<file path="config.mk">
export PLATFORM = sky130hd
export DESIGN_NAME = datapath_issue_flat
export DESIGN_NICKNAME = d
export VERILOG_FILES = /design/src/rtl/datapath_issue_if.sv /design/src/rtl/datapath_issue.sv /design/src/flat_wrapper.sv
export SDC_FILE = /design/constraint.sdc
export NUM_CORES = 1
export LEC_CHECK = 0
export ABC_AREA = 1
export BUFFER_PORTS_ARGS = -buffer_cell sky130_fd_sc_hd__buf_2
export CAP_MARGIN = 20
export CELL_PAD_IN_SITES_DETAIL_PLACEMENT = 1
export CELL_PAD_IN_SITES_GLOBAL_PLACEMENT = 1
export CORE_MARGIN = 10
export CORE_UTILIZATION = 38
export DETAILED_ROUTE_END_ITERATION = 6
export GPL_TIMING_DRIVEN = 0
export PLACE_DENSITY = 0.75
export REMOVE_ABC_BUFFERS = 1
export SKIP_LAST_GASP = 1
export SYNTH_ARGS = -nofsm -noshare
export SYNTH_HDL_FRONTEND = slang
export SYNTH_SLANG_ARGS = --single-unit
</file>
<file path="constraint.sdc">
create_clock -name clk -period 1.98 [get_ports clk]
set_input_delay 0.297 -clock clk [delete_from_list [all_inputs] [get_ports clk]]
set_output_delay 0.297 -clock clk [all_outputs]
set_load 0.02 [all_outputs]
</file>
<file path="src/rtl/datapath_issue_if.sv">
// Instruction handshake bus between the instruction FIFO (master) and the issue sequencer (slave).
interface datapath_issue_if #(
   parameter int unsigned RF_ADDRW = 9,
   parameter int unsigned ADDRW    = 9,
   parameter int unsigned LENW     = 8
) ();
   logic                inst_valid;
   logic                inst_ready;
   logic [RF_ADDRW-1:0] inst_rfaddr;
   logic [LENW-1:0]     inst_len;
   logic [ADDRW-1:0]    inst_aaddr;
   logic                inst_accum;
   logic                inst_last;
   logic                inst_reduce;

   modport master (
      output inst_valid, inst_rfaddr, inst_len, inst_aaddr, inst_accum, inst_last, inst_reduce,
      input  inst_ready
   );

   modport slave (
      input  inst_valid, inst_rfaddr, inst_len, inst_aaddr, inst_accum, inst_last, inst_reduce,
      output inst_ready
   );
endinterface

</file>
<file path="src/rtl/datapath_issue.sv">
// Expands MVM instructions into LEN+1 per-cycle datapath beats, credit-gating result-producing
// beats so the downstream result FIFO can never overflow.
module datapath_issue #(
   parameter int unsigned RF_ADDRW = 9,
   parameter int unsigned ADDRW    = 9,
   parameter int unsigned LENW     = 8,
   parameter int unsigned CREDITS  = 16
) (
   input  logic                clk,
   input  logic                rst,
   datapath_issue_if.slave     inst_if,
   input  logic                i_credit,
   output logic [RF_ADDRW-1:0] o_rf_raddr,
   output logic                o_valid,
   output logic [ADDRW-1:0]    o_accum_addr,
   output logic                o_accum,
   output logic                o_last,
   output logic                o_reduce,
   output logic                o_busy,
   output logic                o_credit_err
);
   localparam int unsigned     CREDW    = $clog2(CREDITS + 1);
   localparam logic [CREDW-1:0] CRED_MAX = CREDW'(CREDITS);

   typedef enum logic {S_IDLE, S_ISSUE} state_e;

   state_e              state_q, state_d;
   logic [LENW-1:0]     beat_q, beat_d;
   logic [LENW-1:0]     len_q, len_d;
   logic [RF_ADDRW-1:0] rfaddr_q, rfaddr_d;
   logic [ADDRW-1:0]    aaddr_q, aaddr_d;
   logic                accum_q, accum_d;
   logic                last_q, last_d;
   logic                reduce_q, reduce_d;
   logic [CREDW-1:0]    credits_q, credits_d;
   logic                err_q, err_d;
   logic                ready_q, ready_d;
   logic                busy_q, busy_d;
   logic                valid_q, valid_d;
   logic [RF_ADDRW-1:0] raddr_q, raddr_d;
   logic [ADDRW-1:0]    oaddr_q, oaddr_d;
   logic                oaccum_q, oaccum_d;
   logic                olast_q, olast_d;
   logic                oreduce_q, oreduce_d;

   logic fire_c;
   logic accept_c;
   logic load_c;

   // Instruction context and FSM state
   always_ff @(posedge clk or negedge rst) begin
      if (!rst) begin
         state_q  <= S_IDLE;
         beat_q   <= '0;
         len_q    <= '0;
         rfaddr_q <= '0;
         aaddr_q  <= '0;
         accum_q  <= 1'b0;
         last_q   <= 1'b0;
         reduce_q <= 1'b0;
      end else begin
         state_q  <= state_d;
         beat_q   <= beat_d;
         len_q    <= len_d;
         rfaddr_q <= rfaddr_d;
         aaddr_q  <= aaddr_d;
         accum_q  <= accum_d;
         last_q   <= last_d;
         reduce_q <= reduce_d;
      end
   end

   // Credit counter, sticky error and registered outputs
   always_ff @(posedge clk or negedge rst) begin
      if (!rst) begin
         credits_q <= CRED_MAX;
         err_q     <= 1'b0;
         ready_q   <= 1'b0;
         busy_q    <= 1'b0;
         valid_q   <= 1'b0;
         raddr_q   <= '0;
         oaddr_q   <= '0;
         oaccum_q  <= 1'b0;
         olast_q   <= 1'b0;
         oreduce_q <= 1'b0;
      end else begin
         credits_q <= credits_d;
         err_q     <= err_d;
         ready_q   <= ready_d;
         busy_q    <= busy_d;
         valid_q   <= valid_d;
         raddr_q   <= raddr_d;
         oaddr_q   <= oaddr_d;
         oaccum_q  <= oaccum_d;
         olast_q   <= olast_d;
         oreduce_q <= oreduce_d;
      end
   end

   always_comb begin
      state_d   = state_q;
      beat_d    = beat_q;
      len_d     = len_q;
      rfaddr_d  = rfaddr_q;
      aaddr_d   = aaddr_q;
      accum_d   = accum_q;
      last_d    = last_q;
      reduce_d  = reduce_q;
      credits_d = credits_q;
      err_d     = err_q;
      valid_d   = 1'b0;
      raddr_d   = raddr_q;
      oaddr_d   = oaddr_q;
      oaccum_d  = oaccum_q;
      olast_d   = olast_q;
      oreduce_d = oreduce_q;
      load_c    = 1'b0;

      // A result-producing beat needs a free slot downstream
      fire_c   = (state_q == S_ISSUE) && !(last_q && (credits_q == '0));
      accept_c = inst_if.inst_valid && ready_q;

      case (state_q)
         S_IDLE: begin
            if (accept_c) begin
               load_c  = 1'b1;
               state_d = S_ISSUE;
            end
         end
         S_ISSUE: begin
            if (fire_c) begin
               valid_d   = 1'b1;
               raddr_d   = rfaddr_q + RF_ADDRW'(beat_q);
               oaddr_d   = aaddr_q + ADDRW'(beat_q);
               oaccum_d  = accum_q;
               olast_d   = last_q;
               oreduce_d = reduce_q;
               beat_d    = beat_q + LENW'(1);
               if (beat_q == len_q) begin
                  if (accept_c) load_c  = 1'b1;
                  else          state_d = S_IDLE;
               end
            end
         end
         default: state_d = S_IDLE;
      endcase

      if (load_c) begin
         beat_d   = '0;
         len_d    = inst_if.inst_len;
         rfaddr_d = inst_if.inst_rfaddr;
         aaddr_d  = inst_if.inst_aaddr;
         accum_d  = inst_if.inst_accum;
         last_d   = inst_if.inst_last;
         reduce_d = inst_if.inst_reduce;
      end

      // A return at full count is dropped and flagged; consume and return cancel otherwise
      case ({i_credit, fire_c && last_q})
         2'b10: begin
            if (credits_q == CRED_MAX) err_d = 1'b1;
            else                       credits_d = credits_q + CREDW'(1);
         end
         2'b01: credits_d = credits_q - CREDW'(1);
         2'b11: begin
            if (credits_q == CRED_MAX) begin
               err_d     = 1'b1;
               credits_d = credits_q - CREDW'(1);
            end
         end
         default: credits_d = credits_q;
      endcase

      // Ready next cycle: idle, or the final beat will be able to fire
      ready_d = (state_d == S_IDLE) ||
                ((beat_d == len_d) && !(last_d && (credits_d == '0)));
      busy_d  = (state_d != S_IDLE);
   end

   assign inst_if.inst_ready = ready_q;
   assign o_rf_raddr         = raddr_q;
   assign o_valid            = valid_q;
   assign o_accum_addr       = oaddr_q;
   assign o_accum            = oaccum_q;
   assign o_last             = olast_q;
   assign o_reduce           = oreduce_q;
   assign o_busy             = busy_q;
   assign o_credit_err       = err_q;
endmodule

</file>
<file path="src/flat_wrapper.sv">
// flat-port wrapper written by rule: the top's interface ports become plain ports
module datapath_issue_flat 
#(
   parameter int unsigned RF_ADDRW = 9,
   parameter int unsigned ADDRW    = 9,
   parameter int unsigned LENW     = 8,
   parameter int unsigned CREDITS  = 16
)
  (clk, rst, i_credit, o_rf_raddr, o_valid, o_accum_addr, o_accum, o_last, o_reduce, o_busy, o_credit_err, inst_if_inst_valid, inst_if_inst_rfaddr, inst_if_inst_len, inst_if_inst_aaddr, inst_if_inst_accum, inst_if_inst_last, inst_if_inst_reduce, inst_if_inst_ready);
  datapath_issue_if #(.RF_ADDRW(RF_ADDRW), .ADDRW(ADDRW), .LENW(LENW)) inst_if_i ();
  input  logic clk;
  input  logic rst;
  input  logic i_credit;
  output logic [RF_ADDRW-1:0] o_rf_raddr;
  output logic o_valid;
  output logic [ADDRW-1:0] o_accum_addr;
  output logic o_accum;
  output logic o_last;
  output logic o_reduce;
  output logic o_busy;
  output logic o_credit_err;
  input wire logic [$bits(inst_if_i.inst_valid)-1:0] inst_if_inst_valid;
  input wire logic [$bits(inst_if_i.inst_rfaddr)-1:0] inst_if_inst_rfaddr;
  input wire logic [$bits(inst_if_i.inst_len)-1:0] inst_if_inst_len;
  input wire logic [$bits(inst_if_i.inst_aaddr)-1:0] inst_if_inst_aaddr;
  input wire logic [$bits(inst_if_i.inst_accum)-1:0] inst_if_inst_accum;
  input wire logic [$bits(inst_if_i.inst_last)-1:0] inst_if_inst_last;
  input wire logic [$bits(inst_if_i.inst_reduce)-1:0] inst_if_inst_reduce;
  output wire logic [$bits(inst_if_i.inst_ready)-1:0] inst_if_inst_ready;
  assign inst_if_i.inst_valid = inst_if_inst_valid;
  assign inst_if_i.inst_rfaddr = inst_if_inst_rfaddr;
  assign inst_if_i.inst_len = inst_if_inst_len;
  assign inst_if_i.inst_aaddr = inst_if_inst_aaddr;
  assign inst_if_i.inst_accum = inst_if_inst_accum;
  assign inst_if_i.inst_last = inst_if_inst_last;
  assign inst_if_i.inst_reduce = inst_if_inst_reduce;
  assign inst_if_inst_ready = inst_if_i.inst_ready;
  datapath_issue #(.RF_ADDRW(RF_ADDRW), .ADDRW(ADDRW), .LENW(LENW), .CREDITS(CREDITS)) u_core (.clk(clk), .rst(rst), .inst_if(inst_if_i), .i_credit(i_credit), .o_rf_raddr(o_rf_raddr), .o_valid(o_valid), .o_accum_addr(o_accum_addr), .o_accum(o_accum), .o_last(o_last), .o_reduce(o_reduce), .o_busy(o_busy), .o_credit_err(o_credit_err));
endmodule
</file>
* Yosys cells after proc, flatten, opt, wreduce, memory -nomap -nowiden
Cells that the tools add are included.
Storage, ports and cells: register bits after elaboration 67, bits of input ports 33, logic and storage cells 61
Cells by class: add/subtract/negate cells 5, eq/ne operators 6, mux-type cells 17, bitwise logic cells 2, reductions and logical operators 14
Operators with widths (count):
- 8-bit two-way mux | 4
- 9-bit by 8-bit adder with 9-bit output | 2
- 8-bit equality test | 2
- 5-bit one-hot mux with 3 select lines | 1
- 5-bit logical NOT | 2
- 5-bit two-way mux | 2
- 8-bit by 1-bit adder with 8-bit output (second input constant) | 1
- 1-bit two-way mux | 8
- 1-bit logical AND | 6
- 5-bit by 1-bit adder with 5-bit output (second input constant) | 1
- 5-bit equality test (second input constant) | 1
- 5-bit by 1-bit subtractor with 5-bit output (second input constant) | 1
- 2-bit equality test (second input constant) | 2
- 1-bit one-hot mux with 2 select lines | 2
- 2-bit AND reduction | 2
- 2-bit by 1-bit equality test with 1-bit output (second input constant) | 1
- 1-bit logical NOT | 2
- 1-bit inverter | 2
- 2-bit OR reduction | 1
- 1-bit logical OR | 1

* Logic depth before layout (Yosys ltp)
Gate-level depths: netlist (run 1).
word-level depth 12, mapped depth 18

* Worst setup path after synthesis (run 1)
No wires, ideal clock.
path kind register to register, start register u_core.beat_q[0], end register u_core.oaddr_q[8], in the netlist u_core.o_accum_addr[8], library setup time 0.083 ns, data arrival time 1.951 ns, data required time 1.897 ns, path slack -0.054 ns, cell stages (with the launch flop) 14, path buffers 0, period minus slack after synthesis 2.034 ns, cells stage by stage dfrtp_1 ha_1 inv_1 fa_1 o21ai_0 nand2_1 nand2_1 a21oi_1 nor2_1 nor2_1 nor2_1 nor2_1 xor2_1 o21ai_0
Between the ends: cells in the longest elaborated chain, start to end 1
Ends and longest elaborated chain:
- start: declaration | line datapath_issue.sv:28 | logic [LENW-1:0] beat_q, beat_d;
- start signal: assignment | line datapath_issue.sv:63 | beat_q <= beat_d;
- 9-bit by 8-bit adder with 9-bit output | line datapath_issue.sv:134 | oaddr_d = aaddr_q + ADDRW'(beat_q);
- end signal: assignment | line datapath_issue.sv:93 | oaddr_q <= oaddr_d;
- end: declaration | line datapath_issue.sv:41 | logic [ADDRW-1:0] oaddr_q, oaddr_d;
Every way passes these cells. A chain may end at the register's enable or synchronous reset.

* Final worst setup path (run 1)
start register u_core.credits_q[0], end register u_core.ready_q, in the netlist u_core.inst_if.inst_ready
Between the ends: cells in the longest elaborated chain, start to end 12, elaborated cells on any way between the ends 30, classes of those cells add/sub (2); eq/ne (5); mux (12); bitwise (1); reduce/logical (10)
Ends and longest elaborated chain:
- start: declaration | line datapath_issue.sv:35 | logic [CREDW-1:0] credits_q, credits_d;
- start signal: assignment | line datapath_issue.sv:87 | credits_q <= credits_d;
- parallel branches: the longest is 11 deep, another holds 5-bit by 1-bit subtractor with 5-bit output
- 1-bit logical OR * | line datapath_issue.sv:175 | ready_d = (state_d == S_IDLE) ||
- net u_core.ready_d | line datapath_issue.sv:37 | logic ready_q, ready_d;
- end signal: assignment | line datapath_issue.sv:89 | ready_q <= ready_d;
- end: declaration | line datapath_issue.sv:37
Mark *: on every way through the listed nets, which the timed path passes.

==> metrics.txt, run 1 <==
Peak VDD IR 0.000330 V; drt total wl 12400 um; Max Fclk 0.455 GHz; Clock Tree Buf Depth 2; Synth Instances 484; max-slew violation count 0; WP data arrival 2510 ps; Cell Rows 36; Crit Path Max Fanout 6; met3 routed WL 549 um; Skew-Pair Late Insertion Delay 360 ps; Ant. Diodes 0; Top FF cell, synth dfrtp_1; starting density of the core 0.388; clk slew on worst S/H paths 80 ps; layout cell share with drive strength beyond 1 0.343; # port buffers 57; met2 wire len 6290 um; pwr/cell area 645 mW/mm^2; Slew headroom 0.413; Setup violations, final 6; FFs w/ async S/R, synth 1.00; status finished, violations left; largest family of logic cells by synthesized area simple AND/OR/NAND/NOR gates; # hold bufs at CTS 0; Tcrit/Tclk final 1.11; Leak Pwr 2.62 nW; DRC viols 0; Final Hold Viols 0; die extent in x 120 um; Avg Cell Area, Syn 7.79 um^2; fraction of synthesized area in multiplexers 0; drt first pass iters 5; Vias/cell 4.91; remaining antenna violation count 0; Clock Skews 9.50 ps; final net count 637; DR WL/cell 17.2 um; most frequent cells in the layout nand2_1, dfrtp_1, buf_2; Hold Crit Class input port to asynchronous set/reset pin; CTS Sinks 67; Final GP Congestion 0.808; violated checks setup timing; Max-Cap Viols 0; H-tree Lvls 3; max layer used met4; vias 3528; register area share after synthesis 0.445; min Tclk post-route 2200 ps; Adder-Cell Fraction of Synth Area 0.0737; Clock Tree Root clkbuf_8; first-pass GRT wire length 19700 um; Post-DP HPWL 7070 um; xor/xnor share of the synthesized area 0.0534; Setup CP Type flip-flop to flip-flop; commonest non-fill, non-tap cell in the layout nand2_1; unrepaired setup endpoints after global routing yes; drt first-iter violations 161; register bit total from synthesis 67; hold slack 59.0 ps; setup slack after layout -217 ps; Area growth syn-to-layout 33.4%; GRT Total Usage 0.170; IO Pins 58; CTS tree built; CTS Buf Count 9; vias in the first global route 3903; core outline area 0.00973 mm^2; global route total overflow 0; Mapped Area 0.00377 mm^2; Startpoint Class flip-flop; Worst Path Required 2290 ps; initial antenna violation count 0; CP endpoint kind flip-flop; WL met1 5270 um; Netlist cell types 32; Synth Area in Compound Gates 0.0614; EDFF count, synth 0; Die Y 120 um; Total Power 3.24 mW; slew at the pin closest to its max-slew limit 881 ps; largest net degree at the start of global routing 68; Die ar. 0.0143 mm^2; synthesis warning total 0; post-synthesis simple-gate area fraction 0.291
[flip-flops by register name (all words and copies together) (netlist names)]
| name | cells |
|---|---|
| u_core.state_q | 1 |
| u_core.inst_if.inst_ready | 1 |
| u_core.o_accum_addr | 9 |
| u_core.last_q | 1 |
| u_core.credits_q | 5 |
| u_core.reduce_q | 1 |
| u_core.len_q | 8 |
| u_core.rfaddr_q | 9 |
| u_core.o_last | 1 |
| u_core.o_credit_err | 1 |
| u_core.o_rf_raddr | 9 |
| u_core.accum_q | 1 |
| u_core.o_accum | 1 |
| u_core.o_reduce | 1 |
| u_core.beat_q | 8 |
| u_core.aaddr_q | 9 |
| u_core.o_valid | 1 |
[worst paths after layout]
path / depth (start not counted) / slack (ps) / startpoint / endpoint
max reg2reg: 15 / -220 / u_core.credits_q[0] / u_core.inst_if.inst_ready
min reg2reg: 2 / 470 / u_core.o_last / u_core.o_last
max in group asynchronous: 1 / 1310 / rst / u_core.beat_q[6]
min: 1 / 60 / rst / u_core.o_accum_addr[0]
max: 15 / -220 / u_core.credits_q[0] / u_core.inst_if.inst_ready
min in group clk: 3 / 130 / inst_if_inst_aaddr[7] / u_core.aaddr_q[7]
[per-layer routing]
metal  vias to the layer above  global-route usage
li1                       1706                   -
met1                      1716               0.199
met2                        76               0.298
met3                        30              0.0356
met4                         0              0.0686
met5                         -                   0
[per-stage QoR]
stage          cells   util  TNS (ps)  instance area, um^2  setup slack [ps]
3_3_place_gp     663  0.426     -5000                 4140              -556
4_1_cts          709  0.492      -474                 4790              -127
6_report         719  0.517      -608                 5030              -217
3_5_place_dp     663  0.426     -6670                 4150              -643
2_1_floorplan    473      -      -126                 3690             -68.5
5_1_grt          719  0.517     -1500                 5030              -309
[logic make-up after synthesis]
logic type | Yosys count
xor gates and xnor gates | 23
buffers and inverters | 65
AOI/OAI and AO/OA | 45
DFF | 67
and+or+nand+nor | 263
adders and majority gates | 21
[power breakdown]
part           switching [mW]  internal [mW]  leakage [nW]
sequential             0.0698           1.43         0.820
clock                   0.535          0.502        0.0908
combinational           0.397          0.307          1.71
total                    1.00           2.24          2.62
[critical path, stage by stage, from the launching register on]
cell and delay, ps:
dfrtp_1 400, inv_2 90, ha_4 150, nand2_4 60
nor2_4 160, nand3_4 140, nand3_4 120, nand2_8 90
buf_4 160, nand3_1 140, nand3_1 130, nand2_1 120
nand3_2 110, nor2_2 100, nand3_1 90, nand2_1 70
[Yosys cell counts, types with 3 or more instances]
cell type	number	share of area
nand3_2	3	0.0080
xnor2_1	8	0.019
inv_1	47	0.047
clkbuf_1	3	0.0030
dfrtp_1	66	0.44
buf_2	3	0.0040
nand2_2	3	0.0050
nand3_1	25	0.033
nand2_1	186	0.19
o21ai_0	32	0.042
nand2_4	3	0.0090
a21oi_1	9	0.012
xor2_1	15	0.035
ha_1	19	0.063
nor2_1	35	0.035
inv_2	6	0.0060
[area by class of cell]
class,count,area [um^2]
fillers,1237,4700
multi-input cells,356,2190
flip-flops and latches,67,1690
repair buffers,94,584
inverters,54,226
well taps,133,166
clock buffers,11,151
clock inverters,3,15.0
repair inverters,1,11.3
[repair_timing]
| action | CTS | global route |
|---|---|---|
| setup buffers | 27 | 10 |
| setup endpoints to repair | 45 | 27 |
| pin swaps | 24 | 29 |
| cloned | 5 | 0 |
| gates resized for setup | 60 | 44 |
Note: power is estimated with default switching activity, not from simulation.
==> run 2: changes to the inputs <==
- BUFFER_PORTS_ARGS: -buffer_cell sky130_fd_sc_hd__buf_2 -> -buffer_cell sky130_fd_sc_hd__buf_4
==> run 2 against run 1 <==
  * The run still ends with setup timing left
  * Clock power about the same
  * Count of clock-buffer cells in the layout up 4
  * Worst hold slack worse by 10 ps
  * Combinational power down 4.4%
  * Maximum frequency up 2.6%
  * Utilization up 2.2 points
  * Critical path type unchanged
==> metrics.txt, run 2 (synthesis gave the netlist of run 1 again) <==
status finished, violations left; violated checks setup timing; CP cell instances buf_4 > ha_4 > inv_1 > fa_2 > o21ai_2 > nand2_2 > nand2_1 > a21oi_2 > nor2_1 > o21ai_1 > nand2_1 > xnor2_1 > o21ai_0; setup TNS -583 ps (+25.0 ps); Setup CP Type flip-flop to flip-flop; # port buffers 57 (unchanged); DRC viols 0 (unchanged); CP bufs+invs 2 (unchanged); final net count 654 (+2.7%); unrepaired setup endpoints after global routing yes; number of fill cells 1216 (-1.7%); largest net degree at the start of global routing 68 (unchanged); global route total overflow 0 (unchanged); Final Hold Viols 0 (unchanged); max-slew violation count 0 (unchanged); Sw Share 0.302 (-0.00700); die extent in x 120 um (unchanged); Hold Crit Class input port to asynchronous set/reset pin; cell family with most CP delay adder cells; first-pass GRT wire length 19700 um (-0.11%); Crit Path Max Fanout 5 (-1); cell area after layout 0.00524 mm^2 (+4.2%); cell mode on critical path nand2_1; remaining antenna violation count 0 (unchanged); initial antenna violation count 0 (unchanged); Clock Tree Buf Depth 2 (unchanged); CTS Sinks 67 (unchanged); clock share of power 0.320 (about the same); Die ar. 0.0143 mm^2 (unchanged); Ant. Diodes 0 (unchanged); sequential fraction of design power 0.470 (+0.007); Skew-Pair Late Insertion Delay 360 ps (about the same); starting density of the core 0.388 (unchanged); H-tree Lvls 3 (unchanged); min Tclk post-route 2140 ps (-55.3 ps); GRT Total Usage 0.170 (-0.000312); setup slack after layout -162 ps (+55.3 ps); # hold bufs at CTS 0 (unchanged); hold slack 48.5 ps (-10.5 ps); combinational share of power 0.211 (-0.006); drt first pass iters 4 (-1); IO Pins 58 (unchanged); Clock Tree Root clkbuf_8; Placed Area 0.00429 mm^2 (+3.4%); clk slew on worst S/H paths 80 ps (about the same); Final GP Congestion 0.823 (+1.9%); Tcrit/Tclk final 1.08 (-0.0279); Critical-path top delay cell dfrtp_2; layout cell share with drive strength beyond 1 0.337 (-0.00581); CTS tree built; Worst Path Required 2210 ps (-80 ps); Peak VDD IR 0.000329 V (-0.32%); Switching Power 0.964 mW (-3.7%); pwr/cell area 610 mW/mm^2 (-5.4%); Leak Pwr 2.75 nW (+4.9%); DR WL/cell 17.0 um (-1.1%); core outline area 0.00973 mm^2 (unchanged); most frequent cells in the layout nand2_1, buf_4, dfrtp_1; Max Fclk 0.467 GHz (+2.6%); Vias/cell 5.01 (+2.0%); WP data arrival 2380 ps (-130 ps); CP endpoint kind flip-flop; Critical Path Max Stage Delay 450 ps (+50 ps); Slew headroom 0.413 (+0.000572); drt first-iter violations 152 (-5.6%); slew at the pin closest to its max-slew limit 880 ps (-0.858 ps); Area growth syn-to-layout 39.0%; commonest non-fill, non-tap cell in the layout nand2_1; fin util 0.539 (+0.0217); Max-Cap Viols 0 (unchanged); Startpoint Class flip-flop; vias 3694 (+4.7%); Setup violations, final 11 (+5); Clock Skews 11.8 ps (+2.33 ps); vias in the first global route 3968 (+1.7%); drt total wl 12600 um (+1.5%); internal power 2.23 mW (-0.47%); Cell Rows 36 (unchanged); Post-DP HPWL 7090 um (+0.29%); CTS Buf Count 9 (unchanged); Die Y 120 um (unchanged)
-- run 2: cell count changes in the layout (fill, tap and decap cells not counted), sizes merged --
cell    delta
clkinv     -2
clkbuf     +4
buf       +17
-- run 2: stage by stage --
| stage | setup WS [ps] | instances | total power, mW |
|---|---|---|---|
| floorplan | -68.5 | 473 | 1.83 |
| global placement | -553 | 663 | 1.98 |
| detailed placement | -655 | 663 | 2.01 |
| CTS | -75.9 | 724 | 3.15 |
| global route | -270 | 738 | 3.35 |
| finish | -162 | 738 | 3.20 |
-- run 2: final cells by class --
| class | instances | area [um^2] | share of cell area |
|---|---|---|---|
| multi-input cells | 356 | 2120 | 0.405 |
| flip-flops and latches | 67 | 1690 | 0.322 |
| repair buffers | 111 | 863 | 0.165 |
| inverters | 54 | 234 | 0.0446 |
| well taps | 133 | 166 | 0.0317 |
| clock buffers | 15 | 156 | 0.0298 |
| repair inverters | 1 | 8.76 | 0.00167 |
| clock inverters | 1 | 5.00 | 0.000955 |
-- run 2: metal layers --
layer	part of all wire	up-vias	GRT usage
met1	0.42	1846	0.197
met2	0.52	84	0.305
met3	0.042	22	0.0286
met5	0	-	0
met4	0.023	0	0.0679
li1	-	1742	-
-- run 2: power groups by stage --
stage               registers, mW  clock network, mW  logic, mW
detailed placement           1.52                  0      0.485
floorplan                    1.52                  0      0.307
global route                 1.51               1.10      0.742
CTS                          1.49               1.04      0.619
finish                       1.50               1.02      0.673
global placement             1.52                  0      0.464
-- run 2: final timing paths --
path                                   startpoint              endpoint  slack (ps)  cells past startpoint
hold / removal                                rst       u_core.reduce_q          50                      1
setup / recovery                 u_core.beat_q[0]  u_core.o_rf_raddr[8]        -160                     13
hold reg to reg                     u_core.o_last         u_core.o_last         470                      2
setup reg to reg                 u_core.beat_q[0]  u_core.o_rf_raddr[8]        -160                     13
max in group asynchronous                     rst   u_core.credits_q[2]        1290                      1
min in group clk           inst_if_inst_rfaddr[2]    u_core.rfaddr_q[2]         140                      3
-- run 2: worst register-to-register path: stages (launching register included) --
cell     delay, ps
dfrtp_2        450
buf_4          160
ha_4           130
inv_1           60
fa_2           360
o21ai_2        180
nand2_2         80
nand2_1         80
a21oi_2         60
nor2_1         130
o21ai_1         70
nand2_1         80
xnor2_1        110
o21ai_0         80
-- run 2: repair_timing --
| item | in CTS | in global routing |
|---|---|---|
| gates cloned | 5 | 0 |
| endpoints found under the setup margin | 38 | 8 |
| endpoints found under the hold margin | 0 | 0 |
| setup buffers | 40 | 16 |
| pin swaps | 34 | 20 |
| gates resized for setup | 73 | 22 |
==> run 3: changes to the inputs <==
- ABC_AREA: 1 -> unset
- CORE_UTILIZATION: 38 -> 40
==> run 3 against run 2 <==
  * The flow still finishes with violations (setup timing)
  * Global-route usage increased by 1.6 points
  * Cell count is 14% lower
  * Die area shrank 3.5%
  * Via count down 0.24%
  * Worst hold slack lost 9.0 ps
  * Sequential share of layout area decreased by 2.2 points
  * Routed wire length rose by 25%
  * Clock power up 19%
  * Clock skew decreased by 2.1 ps
  * Utilization rose by 7.0 points
  * Critical path type unchanged
==> metrics.txt, run 3 <==
WP data arrival 3080 ps (+700 ps); fin util 0.609 (+0.0702); register area share after synthesis 0.441 (-0.00366); Avg Cell Area, Syn 10.2 um^2 (+30%); CP cell instances inv_1 > a2111oi_4 > xnor2_2 > xnor2_1 > or4_4 > a22oi_2 > a31o_1; Synth Instances 374 (-23%); DRC viols 0 (unchanged); # port buffers 57 (unchanged); largest net degree at the start of global routing 68 (unchanged); synthesis warning total 0 (unchanged); Leak Pwr 2.56 nW (-7.0%); register bit total from synthesis 67 (unchanged); H-tree Lvls 3 (unchanged); Post-Place Cells 545 (-18%); CTS Buf Count 9 (unchanged); fin cells 637 (-14%); clk slew on worst S/H paths 80 ps (about the same); Worst Path Required 2290 ps (+80 ps); Setup CP Type flip-flop to flip-flop; GRT Total Usage 0.186 (+0.0158); Max Fclk 0.361 GHz (-23%); Hold Crit Class input port to asynchronous set/reset pin; Ant. Diodes 0 (unchanged); area of the multi-input gates 0.00226 mm^2 (+6.4%); pwr/cell area 1870 mW/mm^2 (+210%); Clock Tree Buf Depth 2 (unchanged); Tcrit/Tclk final 1.40 (+0.316); violated checks setup timing; Area growth syn-to-layout 48.0%; Crit Path Max Fanout 17 (+12); Peak VDD IR 0.000827 V (+150%); IO Pins 58 (unchanged); Critical-path top delay cell dfrtp_1; Mapped Area 0.00380 mm^2 (+0.83%); Clock Skews 9.71 ps (-2.13 ps); EDFF count, synth 0 (unchanged); drt first-iter violations 188 (+24%); vias in the first global route 3836 (-3.3%); first-pass GRT wire length 20800 um (+5.4%); CP endpoint kind flip-flop; max-slew violation count 0 (unchanged); Critical Path Max Stage Delay 860 ps (+410 ps); final net count 557 (-15%); register area 0.00169 mm^2 (unchanged); Die Y 118 um (-1.8%); core outline area 0.00924 mm^2 (-5.0%); most frequent cells in the layout buf_4, dfrtp_1, nand2_1; die extent in x 118 um (-1.8%); Synth top cells by count dfrtp_1, nand2_1, mux2_2; Final GP Congestion 0.827 (+0.40%); CTS tree built; Die ar. 0.0138 mm^2 (-3.5%); Cell Rows 35 (-2.8%); Skew-Pair Late Insertion Delay 370 ps (about the same); status finished, violations left; CTS Sinks 67 (unchanged); FFs w/ async S/R, synth 1.00 (unchanged); Netlist cell types 59 (+84%); remaining antenna violation count 0 (unchanged); number of fill cells 980 (-19%); # hold bufs at CTS 0 (unchanged); initial antenna violation count 0 (unchanged); Max-Cap Viols 0 (unchanged); unrepaired setup endpoints after global routing yes; global route total overflow 0 (unchanged); commonest non-fill, non-tap cell in the layout buf_4; top-area cell type share of the netlist area 0.434 (-0.00360); Top FF cell, synth dfrtp_1; Startpoint Class flip-flop; min Tclk post-route 2770 ps (+625 ps); Setup violations, final 54 (+43); Vias/cell 5.78 (+16%); Post-DP HPWL 7260 um (+2.3%); DR WL/cell 24.8 um (+45%); Clock Tree Root clkbuf_8; Final Hold Viols 0 (unchanged); starting density of the core 0.412 (+0.0239); count leader, synth dfrtp_1; slew at the pin closest to its max-slew limit 896 ps (+16.1 ps); Synth area leader dfrtp_1; drt first pass iters 4 (unchanged); layout cell share with drive strength beyond 1 0.474 (+0.137); setup slack after layout -787 ps (-625 ps); Slew headroom 0.403 (-0.0107); drt total wl 15800 um (+25%); top cells by area, synth dfrtp_1, mux2_2, ha_1, xnor2_1, nand2_1; hold slack 39.5 ps (-9.05 ps); vias 3685 (-0.24%)
[run 3: cell types whose count changed after synthesis, moves of 15 or more]
cell	previous run	this run
nand2_1	186	45
mux2_2	0	26
inv_1	47	18
o21ai_0	32	17
xnor2_1	8	23
nand3_1	25	7
[run 3: repair_timing]
item                                    CTS  global route
cloned                                    4             0
setup buffers                            43            33
endpoints found under the setup margin   64            63
pin swaps                                30            28
gates resized for setup                  66            56
[run 3: cell type report]
class / count / area share
sequential: 67 / 0.300
clock buffer: 11 / 0.0251
timing repair buffer: 134 / 0.221
multi-input combinational: 272 / 0.401
tap: 129 / 0.0287
inverter: 19 / 0.0149
clock inverter: 5 / 0.00934
[run 3: layer usage]
layer | wire length (um) | share of wire | global-route usage | up-vias
li1 | - | - | - | 1600
met1 | 6260 | 0.40 | 0.212 | 1877
met2 | 7960 | 0.50 | 0.321 | 157
met3 | 961 | 0.061 | 0.0427 | 51
met4 | 602 | 0.038 | 0.0889 | 0
met5 | 0 | 0 | 0 | -
[run 3: worst paths after layout]
kind / cells past startpoint / slack (ps) / startpoint / end
worst max register to register: 7 / -790 / u_core.state_q / u_core.inst_if.inst_ready
worst min register to register: 1 / 470 / u_core.o_credit_err / u_core.o_credit_err
worst max-delay path: 7 / -790 / u_core.state_q / u_core.inst_if.inst_ready
max in group asynchronous: 1 / 1280 / rst / u_core.beat_q[5]
worst min-delay path: 1 / 40 / rst / u_core.reduce_q
min in group clk: 3 / 140 / inst_if_inst_aaddr[1] / u_core.aaddr_q[1]
[run 3: critical path, delay by kind of cell, from the launching register on]
family / cells / cell delay [ps]
compound gates: 3 / 650
simple gates: 1 / 540
flops: 1 / 860
buf+inv: 1 / 310
xor+xnor: 2 / 340
[run 3: where the power goes]
part | switching (mW) | internal [mW] | total, mW
clock network | 0.595 | 0.611 | 1.21
registers | 0.804 | 2.09 | 2.89
logic | 3.31 | 3.10 | 6.41
[run 3: cell families (layout without fill, tap and decap cells)]
family | after synthesis | in the layout | share of synthesized area
flops | 67 | 67 | 0.441
fa+ha+maj | 21 | 21 | 0.0731
buf+inv | 36 | 169 | 0.0392
mux | 27 | 27 | 0.0796
compound gates | 75 | 76 | 0.133
simple gates | 120 | 120 | 0.169
xor+xnor | 28 | 28 | 0.0645
[run 3: through the flow]
stage          TNS [ps]  area, um^2  setup WS [ps]  power, mW
2_1_floorplan    -50890        3720          -1630       5.66
3_3_place_gp     -91120        4310          -2590       6.79
3_5_place_dp     -35930        4370          -1710       7.07
4_1_cts          -13870        5240           -678       9.21
5_1_grt          -26740        5630           -857       11.1
6_report         -22260        5630           -787       10.5
